`src/rtl/uart_tx_block.sv`:
```
// uart_tx_block: UART serial transmitter (start, 8 data bits LSB first,
// optional even parity, 1 stop bit) with a programmable bit period.
// Optional feature macro: UART_TX_PARITY_EN adds the even-parity bit.
module uart_tx_block #(
   parameter int unsigned NUM_CNT_BITS = 4
) (
   input  logic                    clk,
   input  logic                    rst,
   input  logic                    tx_start,
   input  logic [7:0]              tx_data,
   input  logic [NUM_CNT_BITS-1:0] bit_period,
   output logic                    serial_out,
   output logic                    tx_busy,
   output logic                    tx_done
);

   localparam int unsigned CNT_W  = NUM_CNT_BITS;
   localparam int unsigned DATA_W = 8;
   localparam int unsigned IDX_W  = 3;

`ifdef UART_TX_PARITY_EN
   typedef enum logic [2:0] {
      IDLE   = 3'd0,
      START  = 3'd1,
      DATA   = 3'd2,
      PARITY = 3'd3,
      STOP   = 3'd4
   } state_t;
`else
   typedef enum logic [2:0] {
      IDLE   = 3'd0,
      START  = 3'd1,
      DATA   = 3'd2,
      STOP   = 3'd4
   } state_t;
`endif

   state_t              state_q, state_d;
   logic [CNT_W-1:0]    timer_q, timer_d;
   logic [CNT_W-1:0]    period_q, period_d;
   logic [IDX_W-1:0]    bit_idx_q, bit_idx_d;
   logic [DATA_W-1:0]   shift_q, shift_d;
   logic                serial_q, serial_d;
   logic                busy_q, busy_d;
   logic                done_q, done_d;
   logic                bit_end;
   logic [CNT_W-1:0]    timer_run;
`ifdef UART_TX_PARITY_EN
   logic                parity_q, parity_d;
`endif

   // State and datapath registers; reset aborts any frame in progress.
   always_ff @(posedge clk) begin
      if (rst) begin
         state_q   <= IDLE;
         timer_q   <= '0;
         period_q  <= CNT_W'(1);
         bit_idx_q <= '0;
         shift_q   <= '0;
         serial_q  <= 1'b1;
         busy_q    <= 1'b0;
         done_q    <= 1'b0;
`ifdef UART_TX_PARITY_EN
         parity_q  <= 1'b0;
`endif
      end else begin
         state_q   <= state_d;
         timer_q   <= timer_d;
         period_q  <= period_d;
         bit_idx_q <= bit_idx_d;
         shift_q   <= shift_d;
         serial_q  <= serial_d;
         busy_q    <= busy_d;
         done_q    <= done_d;
`ifdef UART_TX_PARITY_EN
         parity_q  <= parity_d;
`endif
      end
   end

   // Next-state, bit timer and registered-output decode.
   always_comb begin
      state_d   = state_q;
      timer_d   = timer_q;
      period_d  = period_q;
      bit_idx_d = bit_idx_q;
      shift_d   = shift_q;
      done_d    = 1'b0;
`ifdef UART_TX_PARITY_EN
      parity_d  = parity_q;
`endif
      // The timer runs 1..period_q and restarts at 1 when a bit ends.
      bit_end   = (timer_q == period_q);
      timer_run = bit_end ? CNT_W'(1) : timer_q + CNT_W'(1);

      unique case (state_q)
         IDLE: begin
            if (tx_start) begin
               state_d   = START;
               shift_d   = tx_data;
               period_d  = (bit_period == '0) ? CNT_W'(1) : bit_period;
               timer_d   = CNT_W'(1);
               bit_idx_d = '0;
`ifdef UART_TX_PARITY_EN
               parity_d  = ^tx_data;
`endif
            end
         end
         START: begin
            timer_d = timer_run;
            if (bit_end) begin
               state_d = DATA;
            end
         end
         DATA: begin
            timer_d = timer_run;
            if (bit_end) begin
               shift_d   = {1'b0, shift_q[DATA_W-1:1]};
               bit_idx_d = bit_idx_q + IDX_W'(1);
               if (bit_idx_q == IDX_W'(DATA_W - 1)) begin
`ifdef UART_TX_PARITY_EN
                  state_d = PARITY;
`else
                  state_d = STOP;
`endif
               end
            end
         end
`ifdef UART_TX_PARITY_EN
         PARITY: begin
            timer_d = timer_run;
            if (bit_end) begin
               state_d = STOP;
            end
         end
`endif
         STOP: begin
            timer_d = timer_run;
            if (bit_end) begin
               state_d = IDLE;
               timer_d = '0;
               done_d  = 1'b1;
            end
         end
         default: begin
            state_d = IDLE;
            timer_d = '0;
         end
      endcase

      // Line level follows the state being entered so it is valid right after the edge.
      unique case (state_d)
         START:   serial_d = 1'b0;
         DATA:    serial_d = shift_d[0];
`ifdef UART_TX_PARITY_EN
         PARITY:  serial_d = parity_d;
`endif
         default: serial_d = 1'b1;
      endcase

      busy_d = (state_d != IDLE);
   end

   assign serial_out = serial_q;
   assign tx_busy    = busy_q;
   assign tx_done    = done_q;

endmodule

```
`config.mk`:
```
export PLATFORM = sky130hd
export DESIGN_NAME = uart_tx_block
export DESIGN_NICKNAME = d
export VERILOG_FILES = /design/src/rtl/uart_tx_block.sv
export SDC_FILE = /design/constraint.sdc
export NUM_CORES = 1
export LEC_CHECK = 0
export BUFFER_PORTS_ARGS = -buffer_cell sky130_fd_sc_hd__buf_2
export CORE_UTILIZATION = 55
export DETAILED_ROUTE_END_ITERATION = 16
export PLACE_DENSITY = 0.87
export SKIP_LAST_GASP = 1
export SYNTH_ARGS = -nofsm -noshare
export SYNTH_HDL_FRONTEND = slang
export SYNTH_SLANG_ARGS = --single-unit
```
`constraint.sdc`:
```
create_clock -name clk -period 1.8 [get_ports clk]
set_input_delay 0.09 -clock clk [delete_from_list [all_inputs] [get_ports clk]]
set_output_delay 0.09 -clock clk [all_outputs]
set_load 0.01 [all_outputs]
```
Yosys cells after proc, flatten, opt, wreduce, memory -nomap -nowiden
Index checks and enable logic that the tools add are counted.

word-level totals
  flip-flop bits (word level) = 25
  output and inout port bits = 3

operators by class
  add/subtract/negate cells = 2
  equal/unequal tests = 9
  multiplexer cells = 19
  bitwise operators = 1
  reductions and logical operators = 8

operators with widths
  cell                                                  count
  two-way mux 3 bit                                     7
  two-way mux 4 bit                                     4
  two-way mux 8 bit                                     2
  case mux 8 bit (2 select lines)                       1
  case mux 3 bit (4 select lines)                       1
  case mux 4 bit (3 select lines)                       1
  equality test 3 x 1 -> 1 bit (second input constant)  2
  equality test 3 x 2 -> 1 bit (second input constant)  2
  equality test 3 bit (second input constant)           2
  case mux 3 bit (2 select lines)                       1
  adder 4 x 1 -> 4 bit (second input constant)          1
  equality test 4 bit                                   1
  zero test 4 bit                                       1
  inequality test 2 bit (second input constant)         2
  OR reduction 2 bit                                    2
  adder 3 x 1 -> 3 bit (second input constant)          1
  zero test 3 bit                                       1
  AND reduction 3 bit                                   1
  nonzero test 3 bit                                    1
  case mux 1 bit (2 select lines)                       1
  AND reduction 2 bit                                   1
  nonzero test 2 bit                                    1
  two-way mux 1 bit                                     1
  inverter 1 bit                                        1

Longest topological paths before layout
  depth in word-level cells = 6
  depth in mapped cells = 7
  mapped depth without buffers = 5

Worst setup path after synthesis
OpenSTA, ideal clock, no wires.

  kind = reg-to-reg
  start = register timer_q[1]
  end = register bit_idx_q[0]
  setup time = 132 ps
  arrival time = 1397 ps
  setup slack = 271 ps
  cell stages (with the launch flop) = 7
  buffers on the path = 1
  cell sequence = dfxtp_1 xor2_1 nor4_4 mux2i_1 clkbuf_1 o21ai_0 a21oi_1

between the ends
  word-level cells in the longest chain between the ends = 3

ends and longest elaborated chain
  item                                    RTL line  text
  from (decl)                             39        logic [CNT_W-1:0] timer_q, timer_d;
  from (signal assigned)                  68        timer_q <= timer_d;
  equality test 4 bit                     93        bit_end = (timer_q == period_q);
  inequality test 2 bit (no source line)  -
  AND reduction 3 bit (no source line)    -
  to (signal assigned)                    70        bit_idx_q <= bit_idx_d;
  to (decl)                               41        logic [IDX_W-1:0] bit_idx_q, bit_idx_d;

Every way passes these cells.
A chain may end at the register's enable or synchronous reset.

Worst setup path after layout
  start = register timer_q[0]
  end = register timer_q[3]

between the ends
  word-level cells in the longest chain between the ends = 4
  elaborated cells between the ends (all ways) = 5
  those cells by class = add/sub (1); eq/ne (1); mux (3)

ends and longest elaborated chain
  item                                                                RTL line  text
  adder 4 x 1 -> 4 bit / equality test 4 bit (equally long branches)  94, 93
  two-way mux 4 bit                                                   94        timer_run = bit_end ? CNT_W'(1) : timer_q + CNT_W'(1);
  two-way mux 4 bit                                                   139       if (bit_end) begin
  case mux 4 bit (3 select lines) *                                   96        unique case (state_q)

Every way passes the cells marked *; elsewhere a longest branch is shown, timed or not.

==> results.sh <==
export IMPL_hp_class="input pin to flop"
export IMPL_syn_to_final_growth_pct=13.0
export IMPL_drv_slew=0
export IMPL_drtIter0Drc=43
export IMPL_crit_fanout=6
export IMPL_fillCellCount=171
export IMPL_syn_inst=138
export IMPL_synth_most_common_cell="dfxtp_1"
export IMPL_async_flop_share_pct=0
export IMPL_yosys_warnings=0
export IMPL_layout_min_cycle_time_ns=1.68
export IMPL_synth_fp_nets=156
export IMPL_antenna_cells=0
export IMPL_status="complete, no violations"
export IMPL_die_w_um=49.3
export IMPL_combPwrFrac_pct=34.3
export IMPL_dr_pass1_iters=4
export IMPL_synth_edf_count=0
export IMPL_cts_max_level=1
export IMPL_setup_worst_path_start_class="flop"
export IMPL_clkSlewWorstSetupHoldPaths_ns=0.13
export IMPL_synth_yosys_seq_area_share_pct=40.6
export IMPL_cts_tree="built"
export IMPL_cap_violations=0
export IMPL_ctsHoldBuffers=0
export IMPL_route_detailed_drc=0
export IMPL_die_area_um2=2430
export IMPL_gp_congestion=0.833
export IMPL_fin_util_pct=68.2
export IMPL_synth_seq_cells=25
export IMPL_grt_max_degree=25
export IMPL_clock_latency_ns=0.32
export IMPL_synthFlopType="dfxtp_1"
export IMPL_nets=175
export IMPL_antenna_left=0
export IMPL_io_pins=18
export IMPL_fin_crit_sh_pct=93.6
export IMPL_grt_setup_unrepaired="no"
export IMPL_powerDensity_nw_per_um2=1010
export IMPL_peakVddDrop_mv=0.916
export IMPL_rows=16
export IMPL_p_leak_nw=0.575
export IMPL_grt_pass1_wl_mm=4.36
export IMPL_syn_area_per_cell_um2=8.93
export IMPL_arrival_ns=1.93
export IMPL_p_total_mw=1.40
export IMPL_antenna_found_initial=0
export IMPL_worst_setup_path_end_kind="flop"
export IMPL_grt_remaining_overflow=0
export IMPL_synth_cell_types=39
export IMPL_p_clk_share_pct=17.7
export IMPL_maxSlewHeadroom_pct=67.7
export IMPL_synth_common_cells="25 x dfxtp_1, 14 x nor2_1, 14 x o21ai_0, 13 x a21oi_1, 11 x nand2_1"
export IMPL_fmax_ghz=0.594
export IMPL_worstPathRequired_ns=2.05
export IMPL_setup_viol=0
export IMPL_hold_viol_final=0
export IMPL_dp_hpwl_mm=1.78
export IMPL_synth_top_area_share_pct=40.6
export IMPL_p_switching_uw=486
export IMPL_clock_sinks=25
export IMPL_grt_pass1_vias=1008
export IMPL_fp_coreArea_um2=2040
export IMPL_p_int_uw=913
export IMPL_start_util_pct=60.4
export IMPL_swShare_pct=34.8
export IMPL_root_buffer="clkbuf_4"
export IMPL_r2r_slack_ns=0.12
export IMPL_numPortBuffers=17
export IMPL_critical_path_class="flop to flop"
export IMPL_viasPerCell=5.96
export IMPL_tightest_slew_ns=0.475
export IMPL_seqPwrFrac_pct=48.0
export IMPL_synth_area_leaders="dfxtp_1 41%, o21ai_0 5.7%, a21oi_1 5.3%, a22oi_1 4.3%, nor2_1 4.3%"
export IMPL_die_h_um=49.3
export IMPL_yosys_area_top_type="dfxtp_1"
export IMPL_post_drt_wl_per_cell_um=13.8
export IMPL_synth_area_um2=1230
export IMPL_finClkSkew_ns=0.00894
export IMPL_drive_gt1_share_pct=25.0
export IMPL_route_vias_total=1090
export IMPL_cts_buffer_depth=2
export IMPL_hold_ws_ns=0.00883
export IMPL_grt_use_total_pct=23.3
export IMPL_cts_made_buffers=3
export IMPL_drt_total_wl_mm=2.53
[per-layer routing]
layer  routed length (µm)  GRT usage (%)  part of all wire (%)
met1                 1160           29.9                    46
met4                   42           8.82                   1.7
met2                 1200           38.8                    47
met5                    0              0                     0
met3                  126           3.74                   5.0
[cell type report]
type | instances | area (µm²) | share of cell area (%)
clock buffer | 4 | 26.3 | 1.89
multi-input combinational | 102 | 684 | 49.1
sequential | 25 | 503 | 36.1
tap | 27 | 33.8 | 2.43
timing repair buffer | 25 | 145 | 10.4
[state kept, by name, summed over array words and instances, names as in the netlist]
register and cells:
bit_idx_q 3, tx_done 1, serial_out 1, state_q 3, timer_q 4, tx_busy 1, period_q 4, shift_q 8
[timing repair]
item / in CTS / in global routing
endpoints found under the setup margin: 2 / 12
gates resized for setup: 1 / 5
hold endpoints to repair: 0 / 0
setup buffers: 0 / 2
gates cloned: 0 / 0
pin swaps: 0 / 1
[final timing paths]
path                                 from  cells past startpoint                      end
hold / removal                 tx_data[7]                      3  shift_q[7]$_SDFFE_PP0P_
setup / recovery  timer_q[0]$_SDFFE_PP0P_                      6  timer_q[3]$_SDFFE_PP0P_
hold reg to reg   shift_q[1]$_SDFFE_PP0P_                      2  shift_q[1]$_SDFFE_PP0P_
setup reg to reg  timer_q[0]$_SDFFE_PP0P_                      6  timer_q[3]$_SDFFE_PP0P_
[through the flow]
step | setup WS [ns] | cell area [µm²] | std cells | TNS, ns
floorplan | 0.271 | 1230 | 138 | 0
global placement | 0.104 | 1340 | 177 | 0
global route | 0.0419 | 1390 | 183 | 0
CTS | 0.00679 | 1370 | 181 | 0
detailed placement | -0.0181 | 1340 | 177 | -0.0295
finish | 0.116 | 1390 | 183 | 0
[cells in the final DEF, fill, tap and decap left out, types with 3 or more instances in the layout]
| cell | Yosys | final |
|---|---|---|
| dfxtp_1 | 25 | 23 |
| a31oi_1 | 4 | 4 |
| nor2_1 | 14 | 14 |
| mux2i_1 | 4 | 3 |
| a22oi_1 | 7 | 7 |
| nand2_1 | 11 | 11 |
| buf_4 | 2 | 8 |
| o21ai_0 | 14 | 13 |
| a21oi_1 | 13 | 13 |
| ha_1 | 3 | 3 |
| clkbuf_4 | 0 | 3 |
| xor2_1 | 5 | 5 |
| buf_2 | 3 | 17 |
[cells by family (layout without fill, tap and decap cells)]
kind of cell | count (synthesis) | in the layout | synth area share [%]
adders and majority gates | 3 | 3 | 3.05
xor gates and xnor gates | 5 | 5 | 3.55
AOI/OAI and AO/OA | 45 | 45 | 22.9
DFF | 25 | 25 | 40.6
buffers and inverters | 11 | 29 | 4.87
muxes | 4 | 4 | 3.25
and+or+nand+nor | 45 | 45 | 21.7
[power groups by stage]
stage / logic [mW] / clock network (mW) / registers (mW)
after detailed placement: 0.424 / 0 / 0.683
final: 0.480 / 0.248 / 0.672
after CTS: 0.432 / 0.254 / 0.671
after global routing: 0.526 / 0.279 / 0.681
after global placement: 0.406 / 0 / 0.677
after floorplan: 0.337 / 0 / 0.670
[worst max-delay path, stage by stage, from the launching register on]
cell and delay [ns]:
dfxtp_1 0.45, xor2_1 0.26, nor4_4 0.08, buf_4 0.15
a211oi_4 0.25, a41oi_1 0.17, a311oi_1 0.25
No activity file was read; power rests on OpenSTA's default activity.
